`config.mk`:
```
export PLATFORM = sky130hd
export DESIGN_NAME = cg_cgg_filt
export DESIGN_NICKNAME = d
export VERILOG_FILES = /design/src/rtl/cg_cgg_filt.sv
export SDC_FILE = /design/constraint.sdc
export NUM_CORES = 1
export LEC_CHECK = 0
export ABC_AREA = 1
export CAP_MARGIN = 30
export CORE_MARGIN = 5
export CORE_UTILIZATION = 40
export DETAILED_ROUTE_END_ITERATION = 10
export PLACE_DENSITY = 0.88
export REMOVE_ABC_BUFFERS = 1
export SETUP_SLACK_MARGIN = 0.05
export SYNTH_ARGS = -nofsm -noshare
export SYNTH_HDL_FRONTEND = slang
export SYNTH_SLANG_ARGS = --single-unit
```
`constraint.sdc`:
```
create_clock -name clk -period 1.3 [get_ports clk]
set_clock_uncertainty 0.1 [all_clocks]
set_input_delay 0.13 -clock clk [delete_from_list [all_inputs] [get_ports clk]]
set_output_delay 0.13 -clock clk [all_outputs]
set_load 0.05 [all_outputs]
```
`src/rtl/cg_cgg_filt.sv`:
```
// cg_cgg_filt: per-channel f=(a&~b&e)|g, registered and stability-filtered.
// Optional glitch counters: define CG_GLITCH_CNT_EN.
module cg_cgg_filt #(
  parameter int CH     = 4,
  parameter int STABLE = 3,
  parameter int GW     = 8
) (
  input  logic             clk,
  input  logic             rst_n,
  input  logic             en,
  input  logic [CH-1:0]    a,
  input  logic [CH-1:0]    b,
  input  logic [CH-1:0]    e,
  input  logic [CH-1:0]    g,
  output logic [CH-1:0]    w,
  output logic [CH-1:0]    chg,
  output logic [CH*GW-1:0] glitch_cnt
);

  localparam int CW = $clog2(STABLE + 1);
  localparam logic [CW-1:0] LAST = CW'(STABLE - 1);
  localparam logic [CW-1:0] ONE  = CW'(1);

  logic [CH-1:0]         f;
  logic [CH-1:0]         r_q, r_d;
  logic [CH-1:0]         w_q, w_d;
  logic [CH-1:0]         chg_q, chg_d;
  logic [CH-1:0][CW-1:0] cnt_q, cnt_d;

  assign f   = (a & ~b & e) | g;
  assign w   = w_q;
  assign chg = chg_q;

  // Filter next state: count edges where the sample disagrees with w.
  always_comb begin
    r_d   = r_q;
    w_d   = w_q;
    chg_d = '0;
    cnt_d = cnt_q;
    if (en) begin
      r_d = f;
      for (int i = 0; i < CH; i++) begin
        if (r_q[i] == w_q[i]) begin
          cnt_d[i] = '0;
        end else if (cnt_q[i] == LAST) begin
          w_d[i]   = r_q[i];
          cnt_d[i] = '0;
          chg_d[i] = 1'b1;
        end else begin
          cnt_d[i] = cnt_q[i] + ONE;
        end
      end
    end
  end

  // Sample, filter and pulse registers.
  always_ff @(posedge clk or negedge rst_n) begin
    if (!rst_n) begin
      r_q   <= '0;
      w_q   <= '0;
      chg_q <= '0;
      cnt_q <= '0;
    end else begin
      r_q   <= r_d;
      w_q   <= w_d;
      chg_q <= chg_d;
      cnt_q <= cnt_d;
    end
  end

`ifdef CG_GLITCH_CNT_EN
  localparam logic [GW-1:0] GONE = GW'(1);

  logic [CH-1:0][GW-1:0] gc_q, gc_d;

  // A glitch is a pending candidate that reverted; counters saturate.
  always_comb begin
    gc_d = gc_q;
    if (en) begin
      for (int i = 0; i < CH; i++) begin
        if (r_q[i] == w_q[i] && cnt_q[i] != '0
            && gc_q[i] != '1) begin
          gc_d[i] = gc_q[i] + GONE;
        end
      end
    end
  end

  // Glitch counter registers.
  always_ff @(posedge clk or negedge rst_n) begin
    if (!rst_n) begin
      gc_q <= '0;
    end else begin
      gc_q <= gc_d;
    end
  end

  assign glitch_cnt = gc_q;
`else
  assign glitch_cnt = '0;
`endif

endmodule

```
==> results by group, run 1 <==
Route
  – DR iter-0 viols: 28
  – M1 wire length: slightly below 800 um
  – Max layer used: met4
  – Via density: 4.29
  – Vias: between 800 and 900
  – Antenna viol nets, final: 0
  – Metal2 WL: about 950 um
  – WL/cell: 9.57 um
  – Final WL: about 1900 um
  – Met3 WL: around 180 um
  – DR DRC count: 0
  – Drt pass-1 iters: 4

Clocking
  – CTS tree: built
  – Clock buffer depth: 2
  – Setup Fix Bufs, Post-CTS: 0
  – Register clock-pin slew on the reported worst setup and hold paths: roughly 0.12 ns
  – Clock sinks: 20
  – Skew-Pair Late Insertion Delay: ~0.3 ns
  – CTS root buffer: clkbuf_4
  – CTS Buf Count: 3
  – Hold Buf Count CTS: 0
  – CTS resizes: 0
  – CTS H-Tree Depth: 1

GRT
  – Antenna violations before repair: 0
  – Total congestion overflow: 0
  – Total GRT Usage: about a tenth
  – First-pass GRT wire length: 3120 um
  – Number of global-route vias before repair: between 700 and 800
  – Pin count of the biggest net entering global routing: 21

Final layout
  – Share of cells above drive strength 1: approximately 14%
  – Nets: 190
  – Ant diodes: 0
  – Final core utilization: between 50% and 60%
  – P&R area growth vs syn: 25.9%
  – # fillers: ~250
  – Final non-filler cell total: 201

Synth
  – Count of cell types in the netlist: 20
  – Synth Flop Type: dfrtp_1
  – Async set-reset flop share out of synthesis: 100%
  – Top cells by area, synth: dfrtp_1 (42%), buf_4 (20%), nand2_1 (8.2%)
  – Synth Cell Area: roughly 0.0012 mm2
  – Count leader, synth: buf_4
  – Mean post-synth cell area: 8.58 um2
  – Seq cells post-synth: 20
  – EDFF count, synth: 0
  – Register area share after synthesis: between 40% and 50%
  – Area leader, netlist: dfrtp_1
  – Synth cell count leaders: buf_4 (32), nand2_1 (26), dfrtp_1 (20)
  – Share of the synthesized area in the top cell type: a little over two fifths
  – Warnings from Yosys: 0
  – Syn Inst Count: 138

STA
  – Endpoints failing setup: 0
  – Worst hold margin: around 0.06 ns
  – Final period util: between 80 and 90%
  – Tmin final: around 1.2 ns
  – RSZ-0062 raised after global routing: false
  – Fmax: roughly 0.86 GHz
  – Hold Fails Final Rpt: 0
  – Slew Limit Fails: 0

Setup path
  – Max FO, Critical Path: 4
  – Flop-to-flop setup slack: roughly 0.18 ns
  – CP Launch Type: register
  – Worst-path cell chain: buf_12
  – Crit path kind: register to output port
  – Crit-path slowest cell: dfrtp_1
  – R2r worst-path depth: 3
  – Slowest stage delay, CP: roughly 0.46 ns
  – Crit path DAT: between 0.9 and 1 ns
  – Critical Path RT: 1.07 ns
  – CP Capture Type: output port
  – Worst R2R End: chg[1]
  – Crit path buffers/inverters: 1
  – CP top delay family: flip-flops
  – R2r startpoint: w[1]

Outcome
  – Outcome: finished clean

Die
  – Std-Cell Rows: 19
  – I/O pin total: 59
  – Initial core utilization: 42.2%
  – Die Span Y: approximately 64 um
  – Die W: about 64 um
  – Core Region: about 0.0028 mm2
  – Die area: about 0.0041 mm2

Flow run
  – Max cap viols: 0

Place
  – # port buffers: 26
  – HPWL after DPL: 1600 um
  – Placed insts: about 200
  – Gpl congestion: roughly 0.8

Power
  – Peak supply drop: 0.000580 V
  – Design Power: 2.80 mW
  – Static Leak: around 0.77 nW
  – Power Dens Cells: 1880 mW/mm2

Worst hold path
  – Hold Crit Class: primary input to async pin
[logic make-up after synthesis]
logic type                Yosys count  share of synthesized area (%)
xor gates and xnor gates            2                           1.48
other                               1                          0.317
DFF                                20                           42.3
buffers and inverters              47                           28.2
AOI/OAI and AO/OA                   8                           4.55
and+or+nand+nor                    60                           23.1
[where the power goes]
part	leakage, nW	internal, mW	switching, mW	total, mW
Clock	0.0279	0.311	0.195	0.507
Combinational	0.493	0.502	0.770	1.27
Sequential	0.253	0.811	0.213	1.02
Total	0.774	1.62	1.18	2.80
[stage by stage]
step	setup slack (ns)	setup TNS, ns	area [um2]
2_1_floorplan	0.0213	0	1010
3_3_place_gp	-0.000535	-0.000792	1440
3_5_place_dp	-0.0263	-0.0606	1440
4_1_cts	0.123	0	1490
5_1_grt	0.0596	0	1490
6_report	0.140	0	1490
[registers in the layout (all words and copies together) (netlist names)]
name / cells
cnt_q: 8
w: 4
r_q: 4
chg: 4
[cells in the final DEF, fill, tap and decap left out]
master / instances
nor2_1: 13
nand2_2: 1
bufinv_16: 1
nor2_2: 2
xor2_1: 2
clkdlybuf4s50_1: 18
nand4_1: 2
nand3b_1: 4
clkbuf_4: 3
nand2_1: 26
buf_12: 8
o21ai_0: 3
a21oi_2: 1
inv_4: 1
inv_1: 11
conb_1: 32
nand3_1: 11
buf_4: 6
a22oi_1: 4
nor2_4: 1
dfrtp_1: 20
[metal layers]
metal  global-route usage [%]  vias up
met5                        0        -
met3                     2.28        2
met4                     3.96        0
li1                         -      433
met2                     15.6       33
met1                     11.6      394
[worst max path at each step]
| stage | from | slack, ns | cells past startpoint | end |
|---|---|---|---|---|
| after global routing | w[1] | 0.06 | 3 | chg[1] |
| after CTS | w[0] | 0.12 | 1 | w[0] |
| after global placement | en | -0.0005 | 5 | w[3] |
| after floorplan | w[0] | 0.02 | 5 | w[0] |
| after detailed placement | en | -0.03 | 5 | w[2] |
| final | w[0] | 0.14 | 1 | w[0] |
[cell type report]
type                       instances  area (um2)  share of cell area [%]
sequential                        20         500                    33.6
multi-input combinational        102         465                    31.2
timing repair buffer              32         385                    25.9
inverter                          12        47.5                    3.19
tap                               31        38.8                    2.60
clock inverter                     1        30.0                    2.02
clock buffer                       3        22.5                    1.51
Power figures use the tool's default switching activity.
==> run 2: changes to the inputs <==
==> constraint.sdc (replaced) <==
create_clock -name clk -period 1.1 [get_ports clk]
set_clock_uncertainty 0.1 [all_clocks]
set_input_delay 0.11 -clock clk [delete_from_list [all_inputs] [get_ports clk]]
set_output_delay 0.11 -clock clk [all_outputs]
set_load 0.05 [all_outputs]
==> run 2 against run 1 <==
  * The flow now finishes with violations (negative setup slack)
  * Register-to-register slack lost 0.21 ns
  * Highest routed layer unchanged
  * Critical path depth grew 1
  * Sequential power grew 16%
  * Count of clock-buffer cells in the layout stayed put
  * Final area is 6.9% higher
  * Utilization up 3.7 points
  * Via count up 5.3%
  * Clock power down 32%
  * Critical endpoint is now w[2]
==> results by group, run 2 (same netlist as run 1, synthesis figures left out) <==
Setup path
  – R2r startpoint: w[0]
  – Crit-path slowest cell: dfrtp_1
  – Max FO, Critical Path: 2 (-2)
  – Worst-path cell chain: buf_6 -> buf_12
  – Flop-to-flop setup slack: -0.03 ns (-0.21 ns)
  – Slowest stage delay, CP: 0.41 ns (-0.05 ns)
  – CP top delay family: flip-flops
  – Worst R2R End: w[0]
  – CP Launch Type: register
  – Crit path buffers/inverters: 2 (+1)
  – Crit path kind: register to output port
  – CP Capture Type: output port
  – Critical Path RT: 0.89 ns (-0.18 ns)
  – Crit path DAT: 0.98 ns (+0.05 ns)
  – R2r worst-path depth: 5 (+2)

Die
  – Initial core utilization: 42.2% (unchanged)
  – I/O pin total: 59 (unchanged)
  – Core Region: 0.00281 mm2 (unchanged)
  – Std-Cell Rows: 19 (unchanged)
  – Die area: 0.00415 mm2 (unchanged)
  – Die W: 64.4 um (unchanged)
  – Die Span Y: 64.4 um (unchanged)

Place
  – # port buffers: 26 (unchanged)
  – Placed insts: 201 (+2.0%)
  – HPWL after DPL: 1660 um (+3.6%)
  – Gpl congestion: 0.781 (+0.40%)

Route
  – DR iter-0 viols: 23 (-18%)
  – Drt pass-1 iters: 5 (+1)
  – DR DRC count: 0 (unchanged)
  – Vias: 908 (+5.3%)
  – WL/cell: 10.8 um (+13%)
  – Via density: 4.41 (+2.8%)
  – Antenna viol nets, final: 0 (unchanged)
  – Final WL: 2230 um (+16%)

Final layout
  – # fillers: 250 (+0.81%)
  – Biggest register: cnt_q
  – Commonest non-fill, non-tap cell in the layout: conb_1
  – P&R area growth vs syn: 34.6%
  – Final non-filler cell total: 206 (+2.5%)
  – Nets: 196 (+3.2%)
  – Footprint of the multi-input gates: 529 um2 (+14%)
  – Share of cells above drive strength 1: 22.3% (+8.2 points)
  – Most frequent cells in the layout: conb_1 (32), nand2_1 (23), dfrtp_1 (20), clkdlybuf4s50_1 (18), nor2_1 (13)
  – Ant diodes: 0 (unchanged)
  – Sequential Area: 500 um2 (unchanged)
  – Max FFs per register: 8 (unchanged)

Clocking
  – Clock sinks: 20 (unchanged)
  – Hold Buf Count CTS: 0 (unchanged)
  – CTS H-Tree Depth: 1 (unchanged)
  – CTS Buf Count: 3 (unchanged)
  – CTS tree: built
  – Clock buffer depth: 2 (unchanged)
  – CTS root buffer: clkbuf_4
  – Skew-Pair Late Insertion Delay: 0.30 ns (about the same)
  – Register clock-pin slew on the reported worst setup and hold paths: 0.11 ns (about the same)

Power
  – Static Leak: 0.807 nW (+4.2%)
  – Peak supply drop: 0.000888 V (+53%)
  – Logic pwr share: 55.1% (+9.7 points)
  – Internal power: 1.88 mW (+16%)
  – Reg power frac: 34.7% (-1.8 points)
  – Clock power frac: 10.2% (-7.9 points)
  – Power Dens Cells: 2140 mW/mm2 (+14%)
  – Switching part of the total: 44.9% (+2.9 points)
  – NetSw: 1.53 mW (+30%)

GRT
  – Antenna violations before repair: 0 (unchanged)
  – Total congestion overflow: 0 (unchanged)
  – Total GRT Usage: 10.3% (+0.97 points)
  – Number of global-route vias before repair: 842 (+13%)
  – Pin count of the biggest net entering global routing: 21 (unchanged)
  – First-pass GRT wire length: 3390 um (+8.6%)

STA
  – Slew Limit Fails: 0 (unchanged)
  – Tmin final: roughly 1.2 ns
  – Endpoints failing setup: 7 (+7)
  – Fmax: around 0.84 GHz
  – Worst hold margin: 0.0421 ns (-0.0180 ns)
  – Final period util: 108%
  – Final worst slack: -0.0891 ns (-0.229 ns)
  – Hold Fails Final Rpt: 0 (unchanged)
  – RSZ-0062 raised after global routing: true

Worst hold path
  – Hold Crit Class: primary input to async pin

Outcome
  – Failing checks: negative setup slack
  – Outcome: finished, violations left

Flow run
  – Max cap viols: 0 (unchanged)
run 2: final cells by class:
| cell class | instances | share of cell area [%] |
|---|---|---|
| multi-input combinational | 102 | 33.2 |
| clock buffer | 3 | 1.41 |
| timing repair buffer | 38 | 28.5 |
| sequential | 20 | 31.4 |
| inverter | 12 | 2.99 |
| tap | 31 | 2.44 |
run 2: stage by stage:
step	power [mW]	util, %	setup WS (ns)	setup TNS, ns	cell area (um2)
6_report	3.41	56.8	-0.0891	-0.345	1590
4_1_cts	3.30	54.8	-0.0964	-0.354	1540
3_3_place_gp	2.79	52.8	-0.173	-2.16	1480
2_1_floorplan	2.12	-	-0.179	-1.16	1010
3_5_place_dp	2.84	52.8	-0.194	-2.44	1480
5_1_grt	3.61	56.8	-0.124	-0.755	1590
run 2: timing repair:
| item | CTS | global route |
|---|---|---|
| pin swaps | 2 | 1 |
| resized for setup | 4 | 12 |
| setup endpoints to repair | 9 | 20 |
| setup buffers | 2 | 0 |
run 2: worst max path at each step:
| stage | from | endpoint | slack, ns | cells past startpoint |
|---|---|---|---|---|
| 2_1_floorplan | w[0] | w[0] | -0.18 | 5 |
| 3_3_place_gp | en | w[0] | -0.17 | 6 |
| 6_report | w[2] | w[2] | -0.09 | 2 |
| 5_1_grt | w[1] | w[1] | -0.12 | 2 |
| 3_5_place_dp | en | w[3] | -0.19 | 5 |
| 4_1_cts | w[1] | w[1] | -0.1 | 2 |
run 2: routing by layer:
metal | vias to the layer above | routed length (um) | global-route usage [%]
met5 | - | 0 | 0
met4 | 0 | 19 | 6.60
met3 | 4 | 189 | 2.63
met2 | 36 | 1180 | 17.9
met1 | 425 | 840 | 11.2
li1 | 443 | - | -
run 2: power groups by stage:
stage               sequential, mW  combinational (mW)  clock (mW)
floorplan                     1.44               0.676           0
global placement              1.17                1.62           0
detailed placement            1.19                1.66           0
CTS                           1.17                1.76       0.359
global route                  1.21                2.01       0.382
finish                        1.18                1.88       0.347
==> run 3: changes to the inputs <==
--- a/config.mk
+++ b/config.mk
@@ -7,10 +7,12 @@
 export LEC_CHECK = 0
 export ABC_AREA = 1
 export CAP_MARGIN = 30
+export CELL_PAD_IN_SITES_DETAIL_PLACEMENT = 0
+export CELL_PAD_IN_SITES_GLOBAL_PLACEMENT = 1
 export CORE_MARGIN = 5
-export CORE_UTILIZATION = 40
+export CORE_UTILIZATION = 28
 export DETAILED_ROUTE_END_ITERATION = 10
-export PLACE_DENSITY = 0.88
+export PLACE_DENSITY = 0.87
 export REMOVE_ABC_BUFFERS = 1
 export SETUP_SLACK_MARGIN = 0.05
 export SYNTH_ARGS = -nofsm -noshare
==> run 3 against run 2 <==
  * The run still ends with negative setup slack left
  * Critical path depth is the same
  * Maximum frequency grew 2.7%
  * Global-route usage shrank 2.8 points
  * Critical path type unchanged
  * Worst hold slack gained 0.048 ns
  * Die area grew 36%
==> results by group, run 3 (same netlist as run 1, synthesis figures left out) <==
GRT
  – Pin count of the biggest net entering global routing: 21 (unchanged)
  – Total congestion overflow: 0 (unchanged)
  – Number of global-route vias before repair: 792 (-5.9%)
  – First-pass GRT wire length: 3240 um (-4.3%)
  – Total GRT Usage: 7.56% (-2.8 points)
  – Antenna violations before repair: 0 (unchanged)

Route
  – Antenna viol nets, final: 0 (unchanged)
  – Vias: 876 (-3.5%)
  – Metal2 WL: 1020 um (-14%)
  – Final WL: 2100 um (-5.6%)
  – Met3 WL: 236 um (+25%)
  – Via density: 3.86 (-12%)
  – Drt pass-1 iters: 4 (-1)
  – WL/cell: 9.26 um (-14%)
  – Max layer used: met4
  – DR DRC count: 0 (unchanged)
  – DR iter-0 viols: 56 (+140%)
  – M1 wire length: 825 um (-1.8%)

Place
  – HPWL after DPL: 1660 um (+0.56%)
  – # port buffers: 26 (unchanged)
  – DP Area: 0.00150 mm2 (+1.6%)
  – Gpl congestion: 0.700 (-10%)

Final layout
  – Share of cells above drive strength 1: 23.2% (+0.88 points)
  – Most frequent cells in the layout: conb_1 (32), nand2_1 (25), dfrtp_1 (19), clkdlybuf4s50_1 (17), nor2_1 (13)
  – Final instance area: 0.00166 mm2 (+4.1%)
  – Biggest register: cnt_q
  – # fillers: 385 (+54%)
  – Ant diodes: 0 (unchanged)
  – P&R area growth vs syn: 40.1%
  – Max FFs per register: 8 (unchanged)
  – Nets: 197 (+0.51%)
  – Commonest non-fill, non-tap cell in the layout: conb_1
  – Final core utilization: 40.9% (-16 points)

Setup path
  – Critical Path RT: 0.89 ns (about the same)
  – Crit path DAT: 0.95 ns (-0.03 ns)
  – R2r worst-path depth: 5 (unchanged)
  – Max FO, Critical Path: 2 (unchanged)
  – CP Launch Type: register
  – Crit path kind: register to output port
  – CP Capture Type: output port

Power
  – NetSw: 1.49 mW (-2.6%)
  – Peak supply drop: 0.000559 V (-37%)
  – Logic pwr share: 48.5% (-6.6 points)
  – Clock power frac: 19.5% (+9.3 points)
  – Power Dens Cells: 2250 mW/mm2 (+5.0%)
  – Internal power: 2.23 mW (+19%)
  – Switching part of the total: 40.0% (-4.9 points)
  – Static Leak: 0.829 nW (+2.7%)
  – Reg power frac: 32.0% (-2.7 points)

STA
  – Endpoints failing setup: 3 (-4)
  – Slew Limit Fails: 0 (unchanged)
  – Fmax: 0.864 GHz (+2.7%)
  – Final worst slack: -0.0579 ns (+0.0312 ns)
  – Final period util: 105% (-2.8 points)
  – Hold Fails Final Rpt: 0 (unchanged)
  – Tmin final: 1.16 ns (-0.0312 ns)
  – RSZ-0062 raised after global routing: true
  – Worst hold margin: 0.0902 ns (+0.0480 ns)

Die
  – I/O pin total: 59 (unchanged)
  – Die area: 0.00563 mm2 (+36%)
  – Core Region: 0.00406 mm2 (+45%)
  – Die W: 75.0 um (+16%)
  – Die Span Y: 75.0 um (+16%)
  – Std-Cell Rows: 23 (+4)
  – Initial core utilization: 29.2% (-13 points)

Clocking
  – CTS H-Tree Depth: 1 (unchanged)
  – CTS tree: built
  – Clock sinks: 20 (unchanged)
  – CTS Buf Count: 3 (unchanged)
  – Clock buffer depth: 2 (unchanged)
  – Register clock-pin slew on the reported worst setup and hold paths: 0.08 ns (-0.03 ns)
  – Skew-Pair Late Insertion Delay: 0.26 ns (-0.04 ns)
  – CTS root buffer: clkbuf_8

Flow run
  – Max cap viols: 0 (unchanged)

Outcome
  – Outcome: finished, violations left
  – Failing checks: negative setup slack

Worst hold path
  – Hold Crit Class: primary input to async pin
## run 3: final cells by class
class	instances	area [um2]	share of cell area (%)
flip-flops and latches	20	502	30.3
well taps	50	62.6	3.77
inverters	12	47.5	2.87
clock buffers	3	41.3	2.49
repair buffers	39	464	28.0
clock inverters	1	30.0	1.81
multi-input cells	102	510	30.8
## run 3: timing repair
| action | CTS | global route |
|---|---|---|
| buffers inserted | 2 | 1 |
| pin swaps | 0 | 5 |
| hold buffers | 0 | 0 |
| setup endpoints to repair | 6 | 17 |
| resized for setup | 6 | 11 |
## run 3: per-layer routing
| metal | vias to the layer above | global-route usage (%) |
|---|---|---|
| li1 | 446 | - |
| met1 | 386 | 9.14 |
| met2 | 40 | 12.4 |
| met3 | 4 | 2.27 |
| met4 | 0 | 3.36 |
| met5 | - | 0 |
## run 3: path summary, 6_finish.rpt
kind	slack, ns	endpoint	start
min reg2reg	0.40	cnt_q[4]	cnt_q[4]
min in group clk	0.30	chg[0]	en
max reg2reg	0.01	w[0]	w[0]
min	0.09	w[1]	rst_n
max	-0.06	w[1]	w[1]
max in group asynchronous	0.66	w[3]	rst_n
## run 3: per-stage QoR
step / total power, mW / instances / setup WS, ns / TNS (ns)
finish: 3.72 / 227 / -0.0579 / -0.151
global route: 3.98 / 227 / -0.104 / -0.416
CTS: 3.68 / 226 / -0.0530 / -0.158
detailed placement: 2.83 / 220 / -0.235 / -2.74
floorplan: 2.12 / 134 / -0.179 / -1.16
global placement: 2.80 / 220 / -0.186 / -2.44
## run 3: power by group through the flow
stage          sequential, mW  clock, mW  combinational (mW)
2_1_floorplan            1.44          0               0.676
6_report                 1.19      0.726                1.81
3_5_place_dp             1.18          0                1.65
4_1_cts                  1.17      0.755                1.75
5_1_grt                  1.23      0.785                1.97
3_3_place_gp             1.18          0                1.62
## run 3: critical path, stage by stage, from the launching register on
cell and delay, ns:
dfrtp_1 0.42, buf_6 0.14, buf_12 0.13
